### src/rtl/shift_pkg.sv
// Shared constants and types for the execute-stage shifter scheduler.
package shift_pkg;

    localparam int DATA_W = 32;
    localparam int AMT_W  = 8;

    localparam logic [1:0] SRTYPE_LSL = 2'b00;
    localparam logic [1:0] SRTYPE_LSR = 2'b01;
    localparam logic [1:0] SRTYPE_ASR = 2'b10;
    localparam logic [1:0] SRTYPE_ROR = 2'b11;

    typedef struct packed {
        logic [DATA_W-1:0] data;
        logic              carry;
    } sh_res_t;

    typedef enum logic {ST_EMPTY, ST_FULL} buf_state_e;

endpackage

### src/rtl/shift_arb_shifter.sv
// Combinational barrel shifter for offsets 0..31; offset 0 passes operand and carry through.
module shift_arb_shifter
    import shift_pkg::*;
(
    input  logic [1:0]        s_type,
    input  logic [4:0]        offset,
    input  logic [DATA_W-1:0] op_m,
    input  logic              carry_in,
    output logic [DATA_W-1:0] result,
    output logic              carry
);

    logic [5:0]        inv_off;
    logic [4:0]        dec_off;
    logic [DATA_W-1:0] rot;

    always_comb begin
        inv_off = 6'd32 - {1'b0, offset};
        dec_off = offset - 5'd1;
        rot     = (op_m >> offset) | (op_m << inv_off);
        result  = op_m;
        carry   = carry_in;
        if (offset != 5'd0) begin
            unique case (s_type)
                SRTYPE_LSL: begin
                    result = op_m << offset;
                    carry  = op_m[inv_off[4:0]];
                end
                SRTYPE_LSR: begin
                    result = op_m >> offset;
                    carry  = op_m[dec_off];
                end
                SRTYPE_ASR: begin
                    result = $unsigned($signed(op_m) >>> offset);
                    carry  = op_m[dec_off];
                end
                default: begin
                    result = rot;
                    carry  = rot[DATA_W-1];
                end
            endcase
        end
    end

endmodule

### src/rtl/shift_arb.sv
// Round-robin scheduler sharing one shifter between two requesters, with a one-entry
// registered result buffer and ARM amount decode wrapped around the shifter.
module shift_arb
    import shift_pkg::*;
(
    input  logic                        clk,
    input  logic                        rst_n,
    input  logic [1:0]                  rq_valid,
    output logic [1:0]                  rq_ready,
    input  logic [1:0][1:0]             rq_type,
    input  logic [1:0]                  rq_is_reg,
    input  logic [1:0][AMT_W-1:0]       rq_amt,
    input  logic [1:0][DATA_W-1:0]      rq_op,
    input  logic [1:0]                  rq_cin,
    output logic                        rs_valid,
    input  logic                        rs_ready,
    output logic                        rs_id,
    output logic [DATA_W-1:0]           rs_data,
    output logic                        rs_carry
);

    // Special-case amounts are resolved here; in-range shifts come from the shifter.
    function automatic sh_res_t shift_decode(
        input logic [1:0]        t,
        input logic              is_reg,
        input logic [AMT_W-1:0]  a,
        input logic [DATA_W-1:0] op,
        input logic              cin,
        input sh_res_t           sh
    );
        sh_res_t r;
        r = sh;
        if (is_reg) begin
            if (a == '0) begin
                r = '{data: op, carry: cin};
            end else begin
                unique case (t)
                    SRTYPE_LSL: if (a == 8'd32) r = '{data: '0, carry: op[0]};
                                else if (a > 8'd32) r = '{data: '0, carry: 1'b0};
                    SRTYPE_LSR: if (a == 8'd32) r = '{data: '0, carry: op[DATA_W-1]};
                                else if (a > 8'd32) r = '{data: '0, carry: 1'b0};
                    SRTYPE_ASR: if (a >= 8'd32)
                                    r = '{data: {DATA_W{op[DATA_W-1]}}, carry: op[DATA_W-1]};
                    default:    if (a[4:0] == 5'd0) r = '{data: op, carry: op[DATA_W-1]};
                endcase
            end
        end else if (a[4:0] == 5'd0) begin
            unique case (t)
                SRTYPE_LSL: r = '{data: op, carry: cin};
                SRTYPE_LSR: r = '{data: '0, carry: op[DATA_W-1]};
                SRTYPE_ASR: r = '{data: {DATA_W{op[DATA_W-1]}}, carry: op[DATA_W-1]};
                default:    r = '{data: {cin, op[DATA_W-1:1]}, carry: op[0]};
            endcase
        end
        return r;
    endfunction

    buf_state_e        state_q, state_d;
    logic              prio_q;
    logic              id_q;
    logic [DATA_W-1:0] data_q;
    logic              carry_q;

    logic              grant_en, gnt_idx, gnt_any;
    sh_res_t           sh_out, dec;

    always_comb begin
        grant_en = (state_q == ST_EMPTY) || rs_ready;
        gnt_idx  = (rq_valid == 2'b11) ? prio_q : rq_valid[1];
        gnt_any  = rst_n && grant_en && (rq_valid != 2'b00);
        rq_ready = gnt_any ? (gnt_idx ? 2'b10 : 2'b01) : 2'b00;
        state_d  = state_q;
        unique case (state_q)
            ST_EMPTY: if (gnt_any) state_d = ST_FULL;
            default:  if (rs_ready) state_d = gnt_any ? ST_FULL : ST_EMPTY;
        endcase
    end

    shift_arb_shifter u_shifter (
        .s_type   (rq_type[gnt_idx]),
        .offset   (rq_amt[gnt_idx][4:0]),
        .op_m     (rq_op[gnt_idx]),
        .carry_in (rq_cin[gnt_idx]),
        .result   (sh_out.data),
        .carry    (sh_out.carry)
    );

    assign dec = shift_decode(rq_type[gnt_idx], rq_is_reg[gnt_idx], rq_amt[gnt_idx],
                              rq_op[gnt_idx], rq_cin[gnt_idx], sh_out);

    always_ff @(posedge clk or negedge rst_n) begin
        if (!rst_n) begin
            state_q <= ST_EMPTY;
            prio_q  <= 1'b0;
            id_q    <= 1'b0;
            data_q  <= '0;
            carry_q <= 1'b0;
        end else begin
            state_q <= state_d;
            if (gnt_any) begin
                prio_q  <= ~gnt_idx;
                id_q    <= gnt_idx;
                data_q  <= dec.data;
                carry_q <= dec.carry;
            end
        end
    end

    assign rs_valid = (state_q == ST_FULL);
    assign rs_id    = id_q;
    assign rs_data  = data_q;
    assign rs_carry = carry_q;

endmodule

### config.mk
export PLATFORM = sky130hd
export DESIGN_NAME = shift_arb
export DESIGN_NICKNAME = d
export VERILOG_FILES = /design/src/rtl/shift_pkg.sv /design/src/rtl/shift_arb_shifter.sv /design/src/rtl/shift_arb.sv
export SDC_FILE = /design/constraint.sdc
export NUM_CORES = 1
export LEC_CHECK = 0
export ABC_AREA = 1
export BUFFER_PORTS_ARGS = -buffer_cell sky130_fd_sc_hd__buf_2
export CAP_MARGIN = 20
export CORE_AREA = 2 2 153 155
export CTS_CLUSTER_SIZE = 16
export DETAILED_ROUTE_END_ITERATION = 10
export DIE_AREA = 0 0 155 157
export PLACE_DENSITY_LB_ADDON = 0.2
export SLEW_MARGIN = 10
export SYNTH_ARGS = -nofsm -noshare
export SYNTH_HDL_FRONTEND = slang
export SYNTH_SLANG_ARGS = --single-unit
### constraint.sdc
create_clock -name clk -period 5.8 [get_ports clk]
set_clock_uncertainty 0.2 [all_clocks]
set_input_delay 0.58 -clock clk [delete_from_list [all_inputs] [get_ports clk]]
set_output_delay 0.58 -clock clk [all_outputs]
set_load 0.005 [all_outputs]
Word-level counts from Yosys, hierarchy flattened
Cells that the tools add are included.

word-level totals
  register bits after elaboration = 36
  bits in latches = 0
  RAM bits = 0
  memory bits (read-only) = 0
  input port bits = 93
  memories kept = 0

cells by class
  add/subtract/negate cells = 2
  multipliers = 0
  divide/modulo/power cells = 0
  order comparisons = 5
  equality and inequality tests = 4
  shift operators = 4
  multiplexer cells = 34
  bitwise gates (word level) = 3
  reduce and logical (&&, ||, !) cells = 9

operator list
  cell                                                                   number
  33-bit 2-to-1 mux                                                      8
  33-bit one-hot mux with 3 select lines                                 2
  32-bit 2-to-1 mux                                                      3
  32-bit one-hot mux with 3 select lines                                 1
  32-bit OR                                                              1
  32-bit by 5-bit << shifter with 32-bit output                          1
  32-bit by 6-bit << shifter with 32-bit output                          1
  32-bit by 5-bit >> shifter with 32-bit output                          1
  32-bit by 5-bit >>> shifter with 32-bit output                         1
  8-bit 2-to-1 mux                                                       2
  5-bit by 6-bit < comparator with 1-bit output, second input constant   2
  1-bit 2-to-1 mux                                                       11
  1-bit binary-select mux with 5-bit select                              2
  8-bit by 6-bit == test with 1-bit output, second input constant        1
  8-bit by 6-bit >= comparator with 1-bit output, second input constant  1
  8-bit by 6-bit > comparator with 1-bit output, second input constant   1
  8-bit logical NOT                                                      1
  2-bit 2-to-1 mux                                                       4
  6-bit by 5-bit subtractor with 6-bit output, first input constant      1
  5-bit logical NOT                                                      1
  5-bit nonzero test                                                     1
  5-bit by 1-bit subtractor with 5-bit output, second input constant     1
  2-bit == test, second input constant                                   2
  2-bit by 1-bit == test with 1-bit output, second input constant        1
  other kinds (8)                                                        10

Logic depth before layout (Yosys ltp)
  depth after elaboration = 14
  depth in mapped cells = 26
  depth with buffers taken out = 24

Cells and area by module
Synthesis repeated with hierarchy kept, for this count alone.

unflattened totals
  cell total of the unflattened synthesis = 2280
  area total of the unflattened synthesis = 11564.8 um^2

by module, submodules not included
  module             times used  cells each  area each (um^2)  seq. area each (um^2)
  shift_arb_shifter  1           1374        6536.3            0.0
  shift_arb          1           906         5028.6            900.9

Least setup slack after synthesis
Ideal clock, no wire load.

  path kind = input -> register
  start = input port rq_valid[1]
  end = register data_q[22] (netlist: rs_data[22])
  library setup time = 0.124 ns
  arrival time = 3.246 ns
  data required time = 5.476 ns
  setup slack = 2.230 ns
  stages = 18
  buffers on the path = 8
  path through = buf_4 > nand2_4 > buf_8 > buf_6 > buf_6 > o21ai_0 > inv_1 > ha_1 > clkbuf_1 > inv_1 > clkbuf_1 > clkbuf_1 > clkbuf_1 > nand3_1 > nor2_1 > o22ai_1 > o211ai_1 > nand2_1

between the ends
  longest elaborated chain between the ends = 14

ends and longest elaborated chain
  what                                                 line                              RTL
  from (decl)                                          shift_arb.sv:8                    input logic [1:0] rq_valid,
  2-bit == test                                        shift_arb.sv:69                   gnt_idx = (rq_valid == 2'b11) ? prio_q : rq_valid[1];
  1-bit 2-to-1 mux                                     shift_arb.sv:69
  8-bit 2-to-1 mux (not written as such) (2 in a row)  shift_arb.sv:88                   assign dec = shift_decode(rq_type[gnt_idx], rq_is_reg[gnt_idx], rq_amt[gnt_idx],
  6-bit by 5-bit subtractor with 6-bit output          shift_arb_shifter.sv:18           inv_off = 6'd32 - {1'b0, offset};
  32-bit by 6-bit << shifter with 32-bit output        shift_arb_shifter.sv:20           rot = (op_m >> offset) | (op_m << inv_off);
  32-bit OR                                            shift_arb_shifter.sv:20
  32-bit one-hot mux with 3 select lines               shift_arb_shifter.sv:24           unique case (s_type)
  32-bit 2-to-1 mux                                    shift_arb_shifter.sv:23           if (offset != 5'd0) begin
  33-bit 2-to-1 mux                                    shift_arb.sv:39, shift_arb.sv:41
  33-bit 2-to-1 mux, on equally long branches          shift_arb.sv:40, shift_arb.sv:38
  33-bit one-hot mux with 3 select lines               shift_arb.sv:37                   unique case (t)
  33-bit 2-to-1 mux                                    shift_arb.sv:34                   if (a == '0) begin
  33-bit 2-to-1 mux                                    shift_arb.sv:33                   if (is_reg) begin
  to (signal assigned)                                 shift_arb.sv:103                  data_q <= dec.data;
  to (decl)                                            shift_arb.sv:61                   logic [DATA_W-1:0] data_q;

Parallel ways exist; a longest one is shown, timed or not. The select of a mux whose other input is x is not followed.
A chain may end at the register's enable or synchronous reset.

Final worst setup path
  start = register prio_q
  end = register data_q[9] (netlist: rs_data[9])

between the ends
  longest elaborated chain between the ends = 13

ends and longest elaborated chain
  what                                                 line                              RTL
  from (decl)                                          shift_arb.sv:59                   logic prio_q;
  from (signal assigned)                               shift_arb.sv:101                  prio_q <= ~gnt_idx;
  1-bit 2-to-1 mux (*)                                 shift_arb.sv:69
  8-bit 2-to-1 mux (not written as such) (2 in a row)  shift_arb.sv:88
  6-bit by 5-bit subtractor with 6-bit output          shift_arb_shifter.sv:18
  32-bit by 6-bit << shifter with 32-bit output        shift_arb_shifter.sv:20
  32-bit OR                                            shift_arb_shifter.sv:20
  32-bit one-hot mux with 3 select lines               shift_arb_shifter.sv:24
  32-bit 2-to-1 mux                                    shift_arb_shifter.sv:23
  33-bit 2-to-1 mux                                    shift_arb.sv:39, shift_arb.sv:41
  33-bit 2-to-1 mux, on equally long branches          shift_arb.sv:40, shift_arb.sv:38
  33-bit one-hot mux with 3 select lines               shift_arb.sv:37
  33-bit 2-to-1 mux                                    shift_arb.sv:34
  33-bit 2-to-1 mux (*)                                shift_arb.sv:33

Mark *: on every way between the ends. The rest lies on a longest branch, timed or not. The select of a mux whose other input is x is not followed.

==> run metrics <==
drt via density 6.19; Syn Nets 2,082; Power Dens Cells 251 nW/µm²; drt pass-1 iters 7; initial core utilization 0.445; first-pass GRT wire length 79,100 µm; Post-synth EDFFs 0; status complete, no violations; post-synthesis sequential area ratio 0.0900; Crit Path Max Fanout 51; top_reg_cell synth dfrtp_1; core box area 22,500 µm²; Yosys warnings 0; WP data required 5.81 ns; Worst setup SP type flip-flop; Remaining Overflow, GRT 0; clk_lat worst skew 0.29 ns; Max Buffers Root-to-Sink 2; post-route ant nets 0; post-synthesis instance area 10,000 µm²; H-tree depth 2; worst slew pin tran 1.14 ns; initial antenna violation count 0; global-route usage over all layers 0.433; share of layout cells above drive strength 1 0.129; final worst slack 1.08 ns; CTS Buf Count 5; syn avg cell area 5.04 µm²; Iteration-0 DRC Markers 2,261; vias 14,200; Area Overhead vs Synth 6.19%; Die H 157 µm; Final Max Slew Viols 0; crit path buf inv count 2; largest net degree at the start of global routing 69; Peak VDD IR 0.100 mV; Max-Slew Margin vs Limit 0.239; Placed Instance Area 10,500 µm²; max_cap viols 0; setup_tns 0 ns; sequential share of power 0.136; Max stage delay on crit path 0.85 ns; Die Width 155 µm; worst path cell trace inv_2, nand2_4, nand2_4, nand2_1, nand2_2, buf_4, nand3_1, nand2_1, o211ai_1, nand3_1, nand3_1, nand2_1, a21oi_1, nor2_1, nand2_1, nand2_1, nand2_1, nand2_1, nand2_1, a21boi_1; die area 24,300 µm²; crit path kind reg -> reg; hold buffer count at CTS 0; ys async rst share 1.00; RSZ-0062 raised after global routing no; CTS tree yes; Non-Filler Instances 2,296; Finished Cell Area 10,600 µm²; Hold Violations, Final 0; vias in the first global route 12,700; Seq cells post-synth 36; Place WS 0.989 ns; crit-path leading delay family simple AND/OR/NAND/NOR gates; Tcrit/Tclk final 0.814; FMAX 212 MHz; Nets 2,107; Final min period 4.72 ns; placed cell count 2,287; Syn Inst Count 1,984; clk sinks 36; CP Capture Type flip-flop; Clock power frac 0.104; final setup violation count 0; Clock transition at path regs 0.06 ns; Post-CTS Setup Bufs 0; library cells used by synthesis 53; HPWL after DPL 40,500 µm; cell mode on critical path nand2_1; switching power 1620 µW; DRC Markers 0; num rows 55; routability cong. 1.12; DR WL/cell 23.4 µm; WL final 53,800 µm; # IOs 130; sw frac 0.610; Logic pwr share 0.760; leakage power 0.00555 µW; CP max-delay cell nand2_1; total power 2660 µW; CTS root buf clkbuf_16; port bufs 129; Resize count post-CTS 0; CP arrival 4.73 ns; P_int 1040 µW; Hold/Removal Path Class in -> async
==> cell usage in the layout (no fill, tap or decap), types with 3 or more instances in the layout <==
cell type / n
clkbuf_16: 5
inv_2: 24
nand3b_1: 30
or2_1: 4
a31oi_1: 16
a21oi_1: 56
a21boi_1: 8
nand4_1: 10
o211ai_1: 50
nand3_1: 207
dfrtp_1: 36
nor2_4: 3
buf_2: 129
clkinv_1: 3
inv_1: 136
o221ai_1: 4
nand2_4: 4
buf_4: 31
nor3_1: 3
o21ai_2: 9
o21ai_0: 194
o22ai_1: 4
o21ai_1: 108
nor2_2: 3
nand2_1: 791
mux2i_1: 4
nor2_1: 62
nand2_2: 28
or2_2: 13
ha_1: 4
==> routing by layer <==
| layer | track usage | vias up | share of wire |
|---|---|---|---|
| li1 | - | 6583 | - |
| met1 | 0.552 | 6380 | 0.39 |
| met2 | 0.632 | 1035 | 0.40 |
| met3 | 0.136 | 215 | 0.13 |
| met4 | 0.273 | 0 | 0.074 |
| met5 | 0 | - | 0 |
==> metrics by stage <==
step | hold WS (ns) | utilization
6_report | 0.268 | 0.472
5_1_grt | 0.279 | 0.472
3_5_place_dp | 0.259 | 0.466
4_1_cts | 0.277 | 0.472
3_3_place_gp | 0.260 | 0.466
2_1_floorplan | 0.0844 | -
==> worst paths after layout <==
check / from / end / slack [ns] / cells past startpoint
min: rst_n / rs_data[6]$_DFFE_PN0P_ / 0.27 / 2
max reg2reg: prio_q$_DFFE_PN0P_ / rs_data[9]$_DFFE_PN0P_ / 1.08 / 20
max: prio_q$_DFFE_PN0P_ / rs_data[9]$_DFFE_PN0P_ / 1.08 / 20
min reg2reg: rs_data[15]$_DFFE_PN0P_ / rs_data[15]$_DFFE_PN0P_ / 0.27 / 2
min in group clk: rs_data[15]$_DFFE_PN0P_ / rs_data[15]$_DFFE_PN0P_ / 0.27 / 2
max in group asynchronous: rst_n / rs_data[29]$_DFFE_PN0P_ / 4.78 / 2
==> cells by family after synthesis <==
kind of cell	synth area share
AOI/OAI and AO/OA	0.264
adders and majority gates	0.00625
buffers and inverters	0.140
DFF	0.0900
muxes	0.00400
and+or+nand+nor	0.495
==> synthesized netlist by cell type, types with 8 or more instances <==
cell type,n,area [µm²]
nand3_1,207,1040
inv_2,24,90.1
nand2_2,28,175
buf_2,53,265
or2_2,13,81.3
buf_6,12,135
inv_1,136,510
dfrtp_1,36,901
o21ai_2,8,70.1
clkbuf_1,42,158
nand4_1,10,62.6
a21oi_1,56,280
nor2_1,62,233
nand2_1,791,2970
buf_4,19,143
buf_1,14,52.6
o211ai_1,50,375
o21ai_0,195,976
a21boi_1,8,60.1
a31oi_1,16,100
o21ai_1,108,541
nand3b_1,30,225
==> registers in the layout (all words and copies together), names as in the netlist <==
register  flops
rs_valid      1
rs_carry      1
rs_id         1
prio_q        1
rs_data      32
==> area by class of cell <==
| type | instances | area [µm²] |
|---|---|---|
| Timing Repair Buffer | 161 | 898 |
| Sequential cell | 36 | 901 |
| Inverter | 163 | 612 |
| Multi-Input combinational cell | 1642 | 7710 |
| Clock buffer | 5 | 125 |
| Tap cell | 285 | 357 |
| Antenna cell | 1 | 2.50 |
| Clock inverter | 3 | 18.8 |
| Fill cell | 2659 | 11900 |
==> power by group through the flow <==
stage | registers, µW | clock network [µW] | logic, µW
global placement | 363 | 0 | 1940
global route | 367 | 288 | 2170
floorplan | 362 | 0 | 1280
CTS | 360 | 278 | 1940
finish | 362 | 277 | 2020
detailed placement | 363 | 0 | 1930
Power figures use the tool's default switching activity.
